`config.mk`:
```
export PLATFORM = sky130hd
export DESIGN_NAME = adc_sum_sq_ctrl
export DESIGN_NICKNAME = d
export VERILOG_FILES = /design/src/rtl/adc_sum_sq_ctrl.sv
export SDC_FILE = /design/constraint.sdc
export NUM_CORES = 1
export LEC_CHECK = 0
export ABC_AREA = 1
export CELL_PAD_IN_SITES_DETAIL_PLACEMENT = 1
export CELL_PAD_IN_SITES_GLOBAL_PLACEMENT = 1
export CORE_UTILIZATION = 30
export DETAILED_ROUTE_END_ITERATION = 8
export PLACE_DENSITY = 0.72
export SETUP_SLACK_MARGIN = 0.1
export SYNTH_ARGS = -nofsm -noshare
export SYNTH_HDL_FRONTEND = slang
export SYNTH_SLANG_ARGS = --single-unit
export TNS_END_PERCENT = 100
```
`constraint.sdc`:
```
create_clock -name user_clk -period 8.9 [get_ports user_clk]
set_input_delay 1.78 -clock user_clk [delete_from_list [all_inputs] [get_ports user_clk]]
set_output_delay 1.78 -clock user_clk [all_outputs]
set_load 0.02 [all_outputs]
```
`src/rtl/adc_sum_sq_ctrl.sv`:
```
// Sum-of-squares window controller: arms on command, aligns to sync_in, accumulates
// adc_data^2 over 2^L valid samples and publishes a saturated 32-bit result.
module adc_sum_sq_ctrl #(
    parameter int ADC_WIDTH    = 8,
    parameter int ACC_WIDTH    = 48,
    parameter int MAX_LEN_LOG2 = 20
) (
    input  logic                        user_clk,
    input  logic                        user_rst,
    input  logic                        ctrl_arm,
    input  logic                        ctrl_abort,
    input  logic                        ctrl_continuous,
    input  logic [4:0]                  ctrl_len_log2,
    input  logic                        sync_in,
    input  logic                        adc_valid,
    input  logic signed [ADC_WIDTH-1:0] adc_data,
    output logic [31:0]                 sum_out,
    output logic                        sum_valid,
    output logic [15:0]                 sum_count,
    output logic                        busy,
    output logic                        saturated,
    output logic [1:0]                  dbg_state
);

    localparam int CW = MAX_LEN_LOG2 + 1;

    typedef enum logic [1:0] {
        IDLE      = 2'd0,
        WAIT_SYNC = 2'd1,
        ACCUM     = 2'd2
    } state_t;

    state_t                  state;
    logic [ACC_WIDTH-1:0]    acc;
    logic [MAX_LEN_LOG2-1:0] cnt;
    logic [4:0]              len;

    logic signed [2*ADC_WIDTH-1:0] prod;
    logic [ACC_WIDTH-1:0]          acc_sum;
    logic [4:0]                    len_clamp;
    logic [CW-1:0]                 win_len;
    logic                          win_end;
    logic                          over;
    logic [31:0]                   sat_val;

    // The square of a two's-complement sample is non-negative, so the 2W-bit
    // product is reinterpreted as unsigned before widening.
    assign prod      = adc_data * adc_data;
    assign acc_sum   = acc + ACC_WIDTH'($unsigned(prod));
    assign len_clamp = (ctrl_len_log2 > 5'(MAX_LEN_LOG2)) ? 5'(MAX_LEN_LOG2) : ctrl_len_log2;
    assign win_len   = CW'(1) << len;
    assign win_end   = adc_valid && ({1'b0, cnt} == (win_len - CW'(1)));
    assign over      = acc_sum > ACC_WIDTH'(32'hFFFF_FFFF);
    assign sat_val   = over ? 32'hFFFF_FFFF : acc_sum[31:0];
    assign dbg_state = state;

    always_ff @(posedge user_clk) begin
        if (user_rst) begin
            state     <= IDLE;
            acc       <= '0;
            cnt       <= '0;
            len       <= '0;
            sum_out   <= '0;
            sum_valid <= 1'b0;
            sum_count <= '0;
            busy      <= 1'b0;
            saturated <= 1'b0;
        end else begin
            sum_valid <= 1'b0;
            if (ctrl_abort) begin
                state <= IDLE;
                busy  <= 1'b0;
            end else begin
                case (state)
                    IDLE: begin
                        if (ctrl_arm) begin
                            state     <= WAIT_SYNC;
                            busy      <= 1'b1;
                            saturated <= 1'b0;
                        end
                    end
                    WAIT_SYNC: begin
                        acc <= '0;
                        cnt <= '0;
                        if (sync_in) begin
                            len   <= len_clamp;
                            state <= ACCUM;
                        end
                    end
                    ACCUM: begin
                        if (win_end) begin
                            sum_out   <= sat_val;
                            sum_valid <= 1'b1;
                            sum_count <= sum_count + 16'd1;
                            if (over) saturated <= 1'b1;
                            acc <= '0;
                            cnt <= '0;
                            // Continuous mode rolls straight into the next window.
                            if (ctrl_continuous) begin
                                len <= len_clamp;
                            end else begin
                                state <= IDLE;
                                busy  <= 1'b0;
                            end
                        end else if (adc_valid) begin
                            acc <= acc_sum;
                            cnt <= cnt + MAX_LEN_LOG2'(1);
                        end
                    end
                    default: begin
                        state <= IDLE;
                        busy  <= 1'b0;
                    end
                endcase
            end
        end
    end

endmodule

```
==> impl_results.md <==
- Status: finished with violations
- Failing checks: design-rule violations
- Starting DRT DRC Count: about 430
- CTS sink cnt: 126
- Final period utilization: 93.0%
- GPL Wtd Cong: between 0.9 and 1
- VDD IR max: 0.145 mV
- Global-route wire length before repair: 57,600 um
- Synthesis Warnings: 0
- Sequential group share of total power: 21.8%
- Initial core utilization: 30.6%
- Port bufs: 72
- Post-synth EDFFs: 0
- FF+latch count, synth: 126
- Utilization after layout: between 30 and 40%
- Worst-skew pair later-pin latency: ~0.44 ns
- ANT nets after route: 0
- Num ports: 73
- Cell variety after synth: 41
- Row cnt: 69
- Post-synth top flop: dfxtp_1
- Root buffer cell: clkbuf_16
- Post-synth top area share: 23.1%
- NetSw: approximately 0.0012 W
- Worst hold path type: reg -> reg
- Crit. End Element: flop
- Clock network fraction of design power: 28.4%
- Slowest stage delay, CP: 0.59 ns
- Vias in the first global route: 11.3k
- Max frequency: 0.121 GHz
- # setup viols final: 0
- Switching part of the total: 44.6%
- Logic pwr share: 49.8%
- DIE HEIGHT: 193 um
- Syn avg cell area: around 6.3 um2
- Global route overflow: 0
- Synthesized area: 10,900 um2
- Cell mode on critical path: nand2_1
- Asr flop ratio synth: 0%
- Final Max Slew Viols: 0
- Crit-path max FO: 11
- Syn_nets: between 1.5k and 2k
- Pin count of the biggest net entering global routing: 64
- Most common cell in the netlist: nand2_1
- Drt wl/cell: approximately 16 um
- Core ar.: roughly 36,000 um2
- Clock Skew: around 0.017 ns
- FILL cells: 4,674
- Clock tree buffer depth: 2
- WP data required: ~9.2 ns
- Post-detailed-routing wire length: 35,400 um
- CTS clock-pin slew for the worst setup and hold paths: 0.06 ns
- TritonCTS Buffers: 17
- Share of cells above drive strength 1: 6.62%
- Worst slew pin tran: 0.920 ns
- Via density: 4.86
- CTS H-tree lvls: 4
- WS Path Type: in -> reg
- Area growth syn-to-layout: 16.9%
- Synth area leaders: dfxtp_1 23%, nand2_1 17%, inv_1 9.5%
- Hpwl dp: 27,600 um
- PwrDens: 207 nW/um2
- Synth area leader: dfxtp_1
- Final hold vios: 0
- Mapped Cells: roughly 1.7k
- # diodes: 0
- Total iterations of the first detailed-routing run: 7
- Final Critical Period: 8.28 ns
- Crit path DAT: 8.60 ns
- Nets@finish: 1,894
- CTS tree: done
- Hold_buf cts: 0
- Internal Pwr Total: 0.00147 W
- DR vias: around 11k
- Slew headroom: 38.4%
- CP Launch Type: input pin
- RSZ-0062 raised after global routing: false
- Leak: 5.86 nW
- Crit-path slowest cell: clkdlybuf4s50_1
- Initial antenna violation count: 0
- DIE AREA: 37,200 um2
- Die Span X: between 150 and 200 um
- Worst Hold Margin: 0.476 ns
- Total GRT Usage: between 10% and 20%
- Register area share after synthesis: between 20% and 30%
- Max-cap violations: 0
- Drt drc: 5
- Commonest cells in the netlist: 500 x nand2_1, 277 x inv_1, 188 x nor2_1, 126 x dfxtp_1, 124 x nand3_1
-- power groups by stage --
| stage | registers [W] | logic (W) | clock network [W] |
|---|---|---|---|
| after CTS | 0.000576 | 0.00133 | 0.000767 |
| after global placement | 0.000589 | 0.00129 | 0 |
| after global routing | 0.000577 | 0.00149 | 0.000786 |
| after floorplan | 0.000586 | 0.000990 | 0 |
| final | 0.000577 | 0.00132 | 0.000752 |
| after detailed placement | 0.000589 | 0.00131 | 0 |
-- layer usage --
layer  global-route usage [%]  part of all wire (%)
met5                        0                     0
met4                     5.36                   1.8
met3                     2.36                   2.8
met2                     34.8                    50
met1                     24.6                    45
-- cells by family (layout without fill, tap and decap cells) --
| group | count (synthesis) | after routing | synth area share (%) |
|---|---|---|---|
| adder cells (fa/ha/maj) | 90 | 90 | 13.3 |
| AO/OA/AOI/OAI | 155 | 155 | 7.28 |
| XOR/XNOR | 70 | 70 | 5.61 |
| buffers and inverters | 338 | 409 | 12.2 |
| flip-flops | 126 | 126 | 23.1 |
| AND/OR/NAND/NOR | 947 | 947 | 38.5 |
-- final cells by class --
type / instances / area [um2] / share of cell area (%)
Multi-Input combinational cell: 1262 / 7110 / 55.6
Sequential cell: 126 / 2520 / 19.7
Inverter: 286 / 1070 / 8.40
Timing Repair Buffer: 91 / 881 / 6.89
Tap cell: 461 / 577 / 4.51
Clock buffer: 19 / 453 / 3.55
Clock inverter: 13 / 161 / 1.26
-- stage by stage --
stage | power, W | worst slack, ns | setup TNS (ns) | instances | instance area, um2
after global placement | 0.00187 | 0.169 | 0 | 2226 | 12100
after floorplan | 0.00158 | 1.31 | 0 | 1726 | 10900
after global routing | 0.00286 | 0.106 | 0 | 2258 | 12800
after CTS | 0.00267 | 0.376 | 0 | 2258 | 12700
final | 0.00265 | 0.621 | 0 | 2258 | 12800
after detailed placement | 0.00190 | -0.0376 | -0.103 | 2226 | 12100
-- critical path, delay by kind of cell --
family / cells / cell delay (ns)
simple gates: 18 / 1.94
buf+inv: 9 / 1.46
fa+ha+maj: 6 / 2.33
compound gates: 6 / 0.91
xor+xnor: 1 / 0.16
-- cell usage in the layout (no fill, tap or decap), types with 3 or more instances in the layout --
| master | n |
|---|---|
| buf_4 | 18 |
| nor2_2 | 8 |
| or2_2 | 4 |
| ha_1 | 46 |
| o21ai_1 | 7 |
| inv_1 | 276 |
| nand2_2 | 4 |
| nor2_4 | 3 |
| nor3_1 | 34 |
| xor2_1 | 49 |
| dlymetal6s2s_1 | 4 |
| nor3_2 | 29 |
| dfxtp_1 | 126 |
| nand4_1 | 29 |
| a21oi_1 | 85 |
| nand2_1 | 499 |
| nand3_2 | 3 |
| clkinv_2 | 3 |
| xnor2_1 | 21 |
| o21bai_1 | 5 |
| bufinv_16 | 3 |
| nand3_1 | 123 |
| nor2_1 | 184 |
| clkinvlp_4 | 4 |
| fa_1 | 44 |
| clkinv_1 | 3 |
| nor4_1 | 5 |
| o21ai_0 | 51 |
| clkdlybuf4s50_1 | 67 |
| nand3b_1 | 11 |
| clkbuf_16 | 17 |
| inv_2 | 7 |
-- final timing paths --
| path | startpoint | slack [ns] | cells past startpoint | to |
|---|---|---|---|---|
| worst min-delay path | acc[12]$_SDFFE_PP0P_ | 0.48 | 2 | acc[12]$_SDFFE_PP0P_ |
| worst max register to register | len[1]$_SDFFE_PP0P_ | 4.58 | 17 | sum_out[5]$_SDFFE_PP0P_ |
| worst max-delay path | adc_data[3] | 0.62 | 40 | sum_out[5]$_SDFFE_PP0P_ |
| worst min register to register | acc[12]$_SDFFE_PP0P_ | 0.48 | 2 | acc[12]$_SDFFE_PP0P_ |
-- sequential cells by signal, indices dropped and copies added, names as in the netlist --
register / flops
acc: 48
sum_out: 32
cnt: 20
sum_count: 16
len: 5
dbg_state: 2
busy: 1
saturated: 1
sum_valid: 1
-- repair_timing --
item | CTS | global route
setup buffers | 0 | 0
setup endpoints to repair | 0 | 33
gates resized for setup | 0 | 14
No activity file was read; power rests on OpenSTA's default activity.
